File: src/rtl/gf180mcu_osu_sc_gp12t3v3__clkdiv_prog_if.sv
// Control and output bundle for the programmable clock divider.
// YN exists only when GF180MCU_OSU_CLKDIV_YN_EN is defined.
interface gf180mcu_osu_sc_gp12t3v3__clkdiv_prog_if #(
    parameter int WIDTH = 4
);
    logic             EN;
    logic [WIDTH-1:0] DIV;
    logic             Y;
    logic             ACTIVE;
`ifdef GF180MCU_OSU_CLKDIV_YN_EN
    logic             YN;

    modport master (output EN, DIV, input Y, ACTIVE, YN);
    modport slave  (input EN, DIV, output Y, ACTIVE, YN);
`else
    modport master (output EN, DIV, input Y, ACTIVE);
    modport slave  (input EN, DIV, output Y, ACTIVE);
`endif
endinterface

File: src/rtl/gf180mcu_osu_sc_gp12t3v3__clkdiv_prog.sv
// Glitch-free programmable integer clock divider; ratio/enable changes land only on period wraps.
// Optional registered complement output YN under GF180MCU_OSU_CLKDIV_YN_EN.
module gf180mcu_osu_sc_gp12t3v3__clkdiv_prog #(
    parameter int WIDTH = 4
) (
    input logic CLK,
    input logic RN,
    gf180mcu_osu_sc_gp12t3v3__clkdiv_prog_if.slave bus
);
    typedef enum logic {IDLE, RUN} state_t;

    state_t           state, state_n;
    logic [WIDTH-1:0] cnt, cnt_n;
    logic [WIDTH-1:0] r_q, r_n;
    logic [WIDTH-1:0] reff;
    logic [WIDTH:0]   high;
    logic             y_q, y_n;
    logic             wrap;

    assign reff = (bus.DIV < WIDTH'(2)) ? WIDTH'(2) : bus.DIV;
    // One extra bit so ceil(r/2) cannot overflow at the maximum ratio.
    assign high = ({1'b0, r_q} + (WIDTH+1)'(1)) >> 1;
    assign wrap = (cnt == r_q - WIDTH'(1));

    always_comb begin
        state_n = state;
        cnt_n   = cnt;
        r_n     = r_q;
        y_n     = y_q;
        case (state)
            IDLE: begin
                cnt_n = '0;
                y_n   = 1'b0;
                if (bus.EN) begin
                    r_n     = reff;
                    y_n     = 1'b1;
                    state_n = RUN;
                end
            end
            RUN: begin
                if (wrap) begin
                    cnt_n = '0;
                    if (bus.EN) begin
                        r_n = reff;
                        y_n = 1'b1;
                    end else begin
                        y_n     = 1'b0;
                        state_n = IDLE;
                    end
                end else begin
                    cnt_n = cnt + WIDTH'(1);
                    y_n   = ({1'b0, cnt_n} < high);
                end
            end
            default: state_n = IDLE;
        endcase
    end

    always_ff @(posedge CLK or negedge RN) begin
        if (!RN) begin
            state <= IDLE;
            cnt   <= '0;
            r_q   <= WIDTH'(2);
            y_q   <= 1'b0;
        end else begin
            state <= state_n;
            cnt   <= cnt_n;
            r_q   <= r_n;
            y_q   <= y_n;
        end
    end

`ifdef GF180MCU_OSU_CLKDIV_YN_EN
    // Separate flop so Y and YN switch on the same edge without inverter skew.
    logic yn_q;
    always_ff @(posedge CLK or negedge RN) begin
        if (!RN) yn_q <= 1'b1;
        else     yn_q <= ~y_n;
    end
    assign bus.YN = yn_q;
`endif

    assign bus.Y      = y_q;
    assign bus.ACTIVE = (state == RUN);
endmodule

File: src/flat_wrapper.sv
// flat-port wrapper written by rule: the top's interface ports become plain ports
module gf180mcu_osu_sc_gp12t3v3__clkdiv_prog_flat 
#(
    parameter int WIDTH = 4
)
  (CLK, RN, bus_EN, bus_DIV, bus_Y, bus_ACTIVE);
  gf180mcu_osu_sc_gp12t3v3__clkdiv_prog_if #(.WIDTH(WIDTH)) bus_i ();
  input logic CLK;
  input logic RN;
  input wire logic [$bits(bus_i.EN)-1:0] bus_EN;
  input wire logic [$bits(bus_i.DIV)-1:0] bus_DIV;
  output wire logic [$bits(bus_i.Y)-1:0] bus_Y;
  output wire logic [$bits(bus_i.ACTIVE)-1:0] bus_ACTIVE;
  assign bus_i.EN = bus_EN;
  assign bus_i.DIV = bus_DIV;
  assign bus_Y = bus_i.Y;
  assign bus_ACTIVE = bus_i.ACTIVE;
  gf180mcu_osu_sc_gp12t3v3__clkdiv_prog #(.WIDTH(WIDTH)) u_core (.CLK(CLK), .RN(RN), .bus(bus_i));
endmodule
File: config.mk
export PLATFORM = sky130hd
export DESIGN_NAME = gf180mcu_osu_sc_gp12t3v3__clkdiv_prog_flat
export DESIGN_NICKNAME = d
export VERILOG_FILES = /design/src/rtl/gf180mcu_osu_sc_gp12t3v3__clkdiv_prog_if.sv /design/src/rtl/gf180mcu_osu_sc_gp12t3v3__clkdiv_prog.sv /design/src/flat_wrapper.sv
export SDC_FILE = /design/constraint.sdc
export NUM_CORES = 1
export LEC_CHECK = 0
export CAP_MARGIN = 20
export CORE_AREA = 3 3 40 42
export CTS_CLUSTER_DIAMETER = 60
export DETAILED_ROUTE_END_ITERATION = 8
export DIE_AREA = 0 0 43 45
export GPL_TIMING_DRIVEN = 1
export PLACE_DENSITY = 0.7
export SLEW_MARGIN = 20
export SYNTH_ARGS = -nofsm -noshare
export SYNTH_HDL_FRONTEND = slang
export SYNTH_SLANG_ARGS = --single-unit
File: constraint.sdc
create_clock -name CLK -period 2.7 [get_ports CLK]
set_clock_uncertainty 0.1 [all_clocks]
set_input_delay 0.81 -clock CLK [delete_from_list [all_inputs] [get_ports CLK]]
set_output_delay 0.81 -clock CLK [all_outputs]
set_load 0.1 [all_outputs]
==> results of run 1 <==
## metal layers
layer / track usage (%) / up-vias
met5: 0 / -
met4: 12.0 / 0
met3: 2.79 / 8
met2: 20.7 / 10
met1: 16.3 / 193
li1: - / 210
## layout make-up
type,count,area (sq um)
fillers,103,537
multi-input cells,40,365
flip-flops and latches,10,251
repair buffers,8,75.1
clock buffers,4,26.3
well taps,15,18.8
inverters,3,11.3
## placed cells by master, fill, tap and decap left out
cell type / n
a211oi_1: 1
a21bo_2: 1
a31oi_4: 1
buf_4: 2
clkbuf_1: 1
clkbuf_4: 3
clkdlybuf4s50_1: 6
dfrtp_1: 9
dfstp_2: 1
ha_1: 6
inv_1: 3
mux2_4: 2
mux2i_1: 2
nand2_1: 1
nand2b_1: 1
nand3_1: 3
nor2_1: 5
nor2b_1: 3
nor3_1: 1
nor3_4: 1
nor3b_1: 1
o31ai_1: 2
xnor2_1: 5
xor2_1: 3
xor3_2: 1
## worst paths after layout
kind,slack (ns),from,end,cells past startpoint
setup / recovery,0.60,u_core.r_q[1],u_core.r_q[3],6
hold / removal,0.44,u_core.r_q[1],u_core.r_q[1],2
setup reg to reg,0.60,u_core.r_q[1],u_core.r_q[3],6
hold reg to reg,0.44,u_core.r_q[1],u_core.r_q[1],2
max in group asynchronous,1.41,RN,u_core.r_q[1],1
min in group asynchronous,0.76,RN,u_core.r_q[2],1
## cell families after synthesis
family | count (synthesis)
and+or+nand+nor | 16
DFF | 10
AOI/OAI and AO/OA | 5
muxes | 4
xor gates and xnor gates | 9
buffers and inverters | 4
adders and majority gates | 6
## worst max-delay path, stage by stage, from the launching register on
cell and delay [ns]:
dfstp_2 0.56, inv_1 0.06, ha_1 0.31, xnor2_1 0.26, nor3_4 0.09, a31oi_4 0.29
mux2_4 0.33
## registers in the layout, summed over array words and instances, names as in the netlist
register,count
u_core.r_q,4
u_core.bus.Y,1
u_core.bus.ACTIVE,1
u_core.cnt,4
## stage by stage
step	hold slack, ns	setup slack, ns	utilization (%)	area, sq um	std cells
after floorplan	0.387	0.698	-	639	54
after detailed placement	0.431	0.409	56.2	722	76
after global placement	0.428	0.457	56.2	722	76
after CTS	0.440	0.595	58.2	748	80
final	0.438	0.600	58.2	748	80
after global routing	0.455	0.497	58.2	748	80
==> run metrics, run 1 <==
status complete, no violations; Final ANT Viol Nets 0; Synth Area in Adders around an eighth; count of input and output buffers 8; post-CTS setup buffer count 0; slew margin rel. between 70% and 80%; gpl congestion 0.802; met2 WL approximately 540 um; Max-Cap Viols 0; critical path fanouts, max 5; min Tclk post-route around 2.1 ns; Synth Area in Compound Gates under 10%; simple-gate area share of the yosys netlist between 10 and 15%; count of cell types in the netlist 22; Initial DRC Count 3; drt total wl 1.08 mm; I/O Pins 9; endpoint type of the worst setup path flop; # nets final 79; Fmax achieved between 400 and 500 MHz; All-Layer GR Usage 13.6%; largest net degree at the start of global routing 11; Die Wd 43 um; Final Hold Fails 0; core area 1280 sq um; M1 WL between 400 and 500 um; largest family of logic cells by synthesized area XOR/XNOR gates; starting density of the core 49.8%; WS Path Type reg2reg; gr ovfl total 0; Clock Latency Late Sink ~0.26 ns; Clock Path Buffers 2; Seq/Total Area, Yosys ~39%; Synth Register Bits 10; Tcrit/Tclk final approximately 80%; # hold bufs at CTS 0; Yosys warnings 0; clk slew on worst S/H paths about 0.06 ns; drc violations 0; DP Wirelength ~900 um; asr flop ratio synth 100%; setup TNS 0 ns; CP arrival between 2 and 2.5 ns; die height approximately 45 um; ratio of cells with drive above 1 in the final layout between 10% and 20%; CTS Root Cell clkbuf_4; Syn Inst Count 54; Synthesized Nets 67; routed wire length per instance 13.5 um; worst-margin pin slew around 0.44 ns; Num Clock Sinks 10; Hold Crit Class reg2reg; Post-synth EDFFs 0; H-tree depth 1; number of global-route vias before repair 443; RSZ-0062 raised after global routing no; Rows 13; Req. time, crit path about 2.8 ns; top_reg_cell synth dfrtp_1; final setup fails 0; Mean Syn Cell Area 11.8 sq um; vias per inst between 5 and 6; DR vias ~420; count leader, synth dfrtp_1; DR pass1 iterations 4; die area 1940 sq um; Cell Area, Synth 639 sq um; CTS resizes 0; Final Slew Violations 0; Synth-to-Final Area Change 17.0%; Area contributors post-synth dfrtp_1, ha_1, xnor2_1; Post-synth top cells dfrtp_1, ha_1, nor2_1, xnor2_1; initial antenna violation count 0; TritonCTS buffer count 3; first-pass GRT wire length between 1.5 and 2 mm; CTS tree done; proportion of synthesized area in mux cells between 7 and 8%; top cell type's share of synthesized area 35.2%; Post-Synth XOR/XNOR Area between 10% and 20%; top routing layer in use met4; largest area contributor in the netlist dfrtp_1; ant diodes 0; CP Launch Type flop; met3 wire len around 35 um
Power of run 1 is left out: the tool's default activity adds up to more than one toggle a clock period on the data nets, which glitch-free logic cannot reach.
==> run 2: changes to the inputs <==
--- a/config.mk
+++ b/config.mk
@@ -6,10 +6,10 @@
 export NUM_CORES = 1
 export LEC_CHECK = 0
 export CAP_MARGIN = 20
-export CORE_AREA = 3 3 40 42
+export CORE_MARGIN = 3
+export CORE_UTILIZATION = 46
 export CTS_CLUSTER_DIAMETER = 60
 export DETAILED_ROUTE_END_ITERATION = 8
-export DIE_AREA = 0 0 43 45
 export GPL_TIMING_DRIVEN = 1
 export PLACE_DENSITY = 0.7
 export SLEW_MARGIN = 20
==> constraint.sdc (replaced) <==
create_clock -name CLK -period 1.8 [get_ports CLK]
set_clock_uncertainty 0.1 [all_clocks]
set_input_delay 0.54 -clock CLK [delete_from_list [all_inputs] [get_ports CLK]]
set_output_delay 0.54 -clock CLK [all_outputs]
set_load 0.1 [all_outputs]
==> run 2 against run 1 <==
Compared with the run above:
- the flow now finishes with violations (setup timing)
- routed wire length increased by 36%
- utilization increased by 22 points
- design area increased by 29%
- hold slack improved by 0.018 ns
- non-clock buffer count increased by 15
- clock-buffer cell count unchanged
- highest routed layer unchanged
- sequential share of layout area decreased by 7.5 points
- via count increased by 19%
==> run metrics, run 2 (synthesis gave the netlist of run 1 again) <==
Worst Hold Margin 0.456 ns; Synth-to-Final Area Change 51.5%; Final Hold Fails 0; most common cell after layout, fill and taps aside buf_4; Final ANT Viol Nets 0; All-Layer GR Usage between 15 and 20%; TritonCTS buffer count 3; count of input and output buffers 8; status finished with violations; clk slew on worst S/H paths about 0.08 ns; worst-margin pin slew ~0.47 ns; setup ws final -0.0736 ns; core area around 1200 sq um; Final Slew Violations 0; I/O Pins 9; Tcrit/Tclk final 104%; Clock Path Buffers 2; final setup fails 5; # nets final between 90 and 100; first-pass GRT wire length roughly 2.5 mm; initial antenna violation count 0; slowest stage cell, crit path dfstp_2; fill count 70; Die Wd around 43 um; placed cell area between 800 and 900 sq um; setup TNS -0.263 ns; gr ovfl total 0; drt total wl approximately 1.5 mm; largest net degree at the start of global routing 11; starting density of the core between 50 and 60%; H-tree depth 1; CTS Root Cell clkbuf_4; R2R cell count 6; die height 43.3 um; CP arrival just under 2 ns; DR vias approximately 500; RSZ-0062 raised after global routing yes; CTS tree done; crit-path cells inv_2 -> ha_4 -> xnor2_4 -> nor3_4 -> a31oi_4 -> mux2_4; Worst path max stage delay around 0.55 ns; DP Wirelength ~1.0 mm; Req. time, crit path 1.86 ns; most frequent cells in the layout buf_4, dfrtp_1, clkdlybuf4s50_1; post-route cell area between 900 and 1000 sq um; Hold Crit Class reg2reg; Fmax achieved 534 MHz; CP Launch Type flop; Rows 12; drc violations 0; ratio of cells with drive above 1 in the final layout a little under half; Max-Cap Viols 0; Initial DRC Count 3; DR pass1 iterations 2; Largest regs u_core.cnt: 4 flops, u_core.r_q: 4 flops; # hold bufs at CTS 0; min Tclk post-route ~1.9 ns; slew margin rel. about two thirds; gpl congestion between 0.7 and 0.8; WS Path Type reg2reg; ant diodes 0; routed wire length per instance roughly 16 um; vias per inst around 5.3; hold path depth 2; die area between 1500 and 2000 sq um; critical path fanouts, max 4; failing checks setup timing; Clock Latency Late Sink 0.27 ns; number of global-route vias before repair between 500 and 600; Num Clock Sinks 10; endpoint type of the worst setup path flop
[run 2: cell types whose count changed in the layout (fill, tap and decap cells not counted), moves of 2 or more]
cell,before,now
ha_4,0,2
buf_12,0,2
buf_4,2,13
buf_6,0,2
ha_1,6,3
[run 2: what timing repair did]
action | in CTS | in global routing
endpoints found under the setup margin | 5 | 6
pin swaps | 5 | 2
buffers inserted | 1 | 0
gates resized for setup | 7 | 3
[run 2: worst paths after layout]
path / slack [ns] / end / from
min in group asynchronous: 0.49 / u_core.cnt[2] / RN
worst max-delay path: -0.07 / u_core.r_q[3] / u_core.r_q[1]
worst max register to register: -0.07 / u_core.r_q[3] / u_core.r_q[1]
worst min-delay path: 0.46 / u_core.cnt[0] / u_core.cnt[0]
max in group asynchronous: 0.76 / u_core.r_q[1] / RN
worst min register to register: 0.46 / u_core.cnt[0] / u_core.cnt[0]
[run 2: per-layer routing]
layer,share of wire [%],GRT usage (%),vias to the layer above
met1,48,28.2,246
met2,47,27.4,11
met3,3.4,2.54,4
li1,-,-,240
met4,2.1,9.04,0
met5,0,0,-
[run 2: stage by stage]
| step | worst slack [ns] | util (%) | std cells |
|---|---|---|---|
| 6_report | -0.0736 | 80.6 | 94 |
| 5_1_grt | -0.158 | 80.6 | 94 |
| 3_3_place_gp | -0.0827 | 72.6 | 89 |
| 2_1_floorplan | -0.0713 | - | 54 |
| 4_1_cts | -0.0875 | 79.6 | 94 |
| 3_5_place_dp | -0.106 | 72.6 | 89 |
[run 2: cell type report]
type	count	area, sq um	area share, %
clock buffer	4	36.3	3.75
multi-input combinational	40	430	44.4
inverter	3	11.3	1.16
tap	14	17.5	1.81
sequential	10	253	26.1
timing repair buffer	23	220	22.7
[run 2: critical path, delay by kind of cell, from the launching register on]
kind / cells / cell delay, ns
multiplexers: 1 / 0.32
AND/OR/NAND/NOR: 1 / 0.23
buffers and inverters: 1 / 0.05
AO/OA/AOI/OAI: 1 / 0.14
adder cells (fa/ha/maj): 1 / 0.24
flip-flops: 1 / 0.55
XOR/XNOR: 1 / 0.14
Power of run 2 is left out for the same reason.
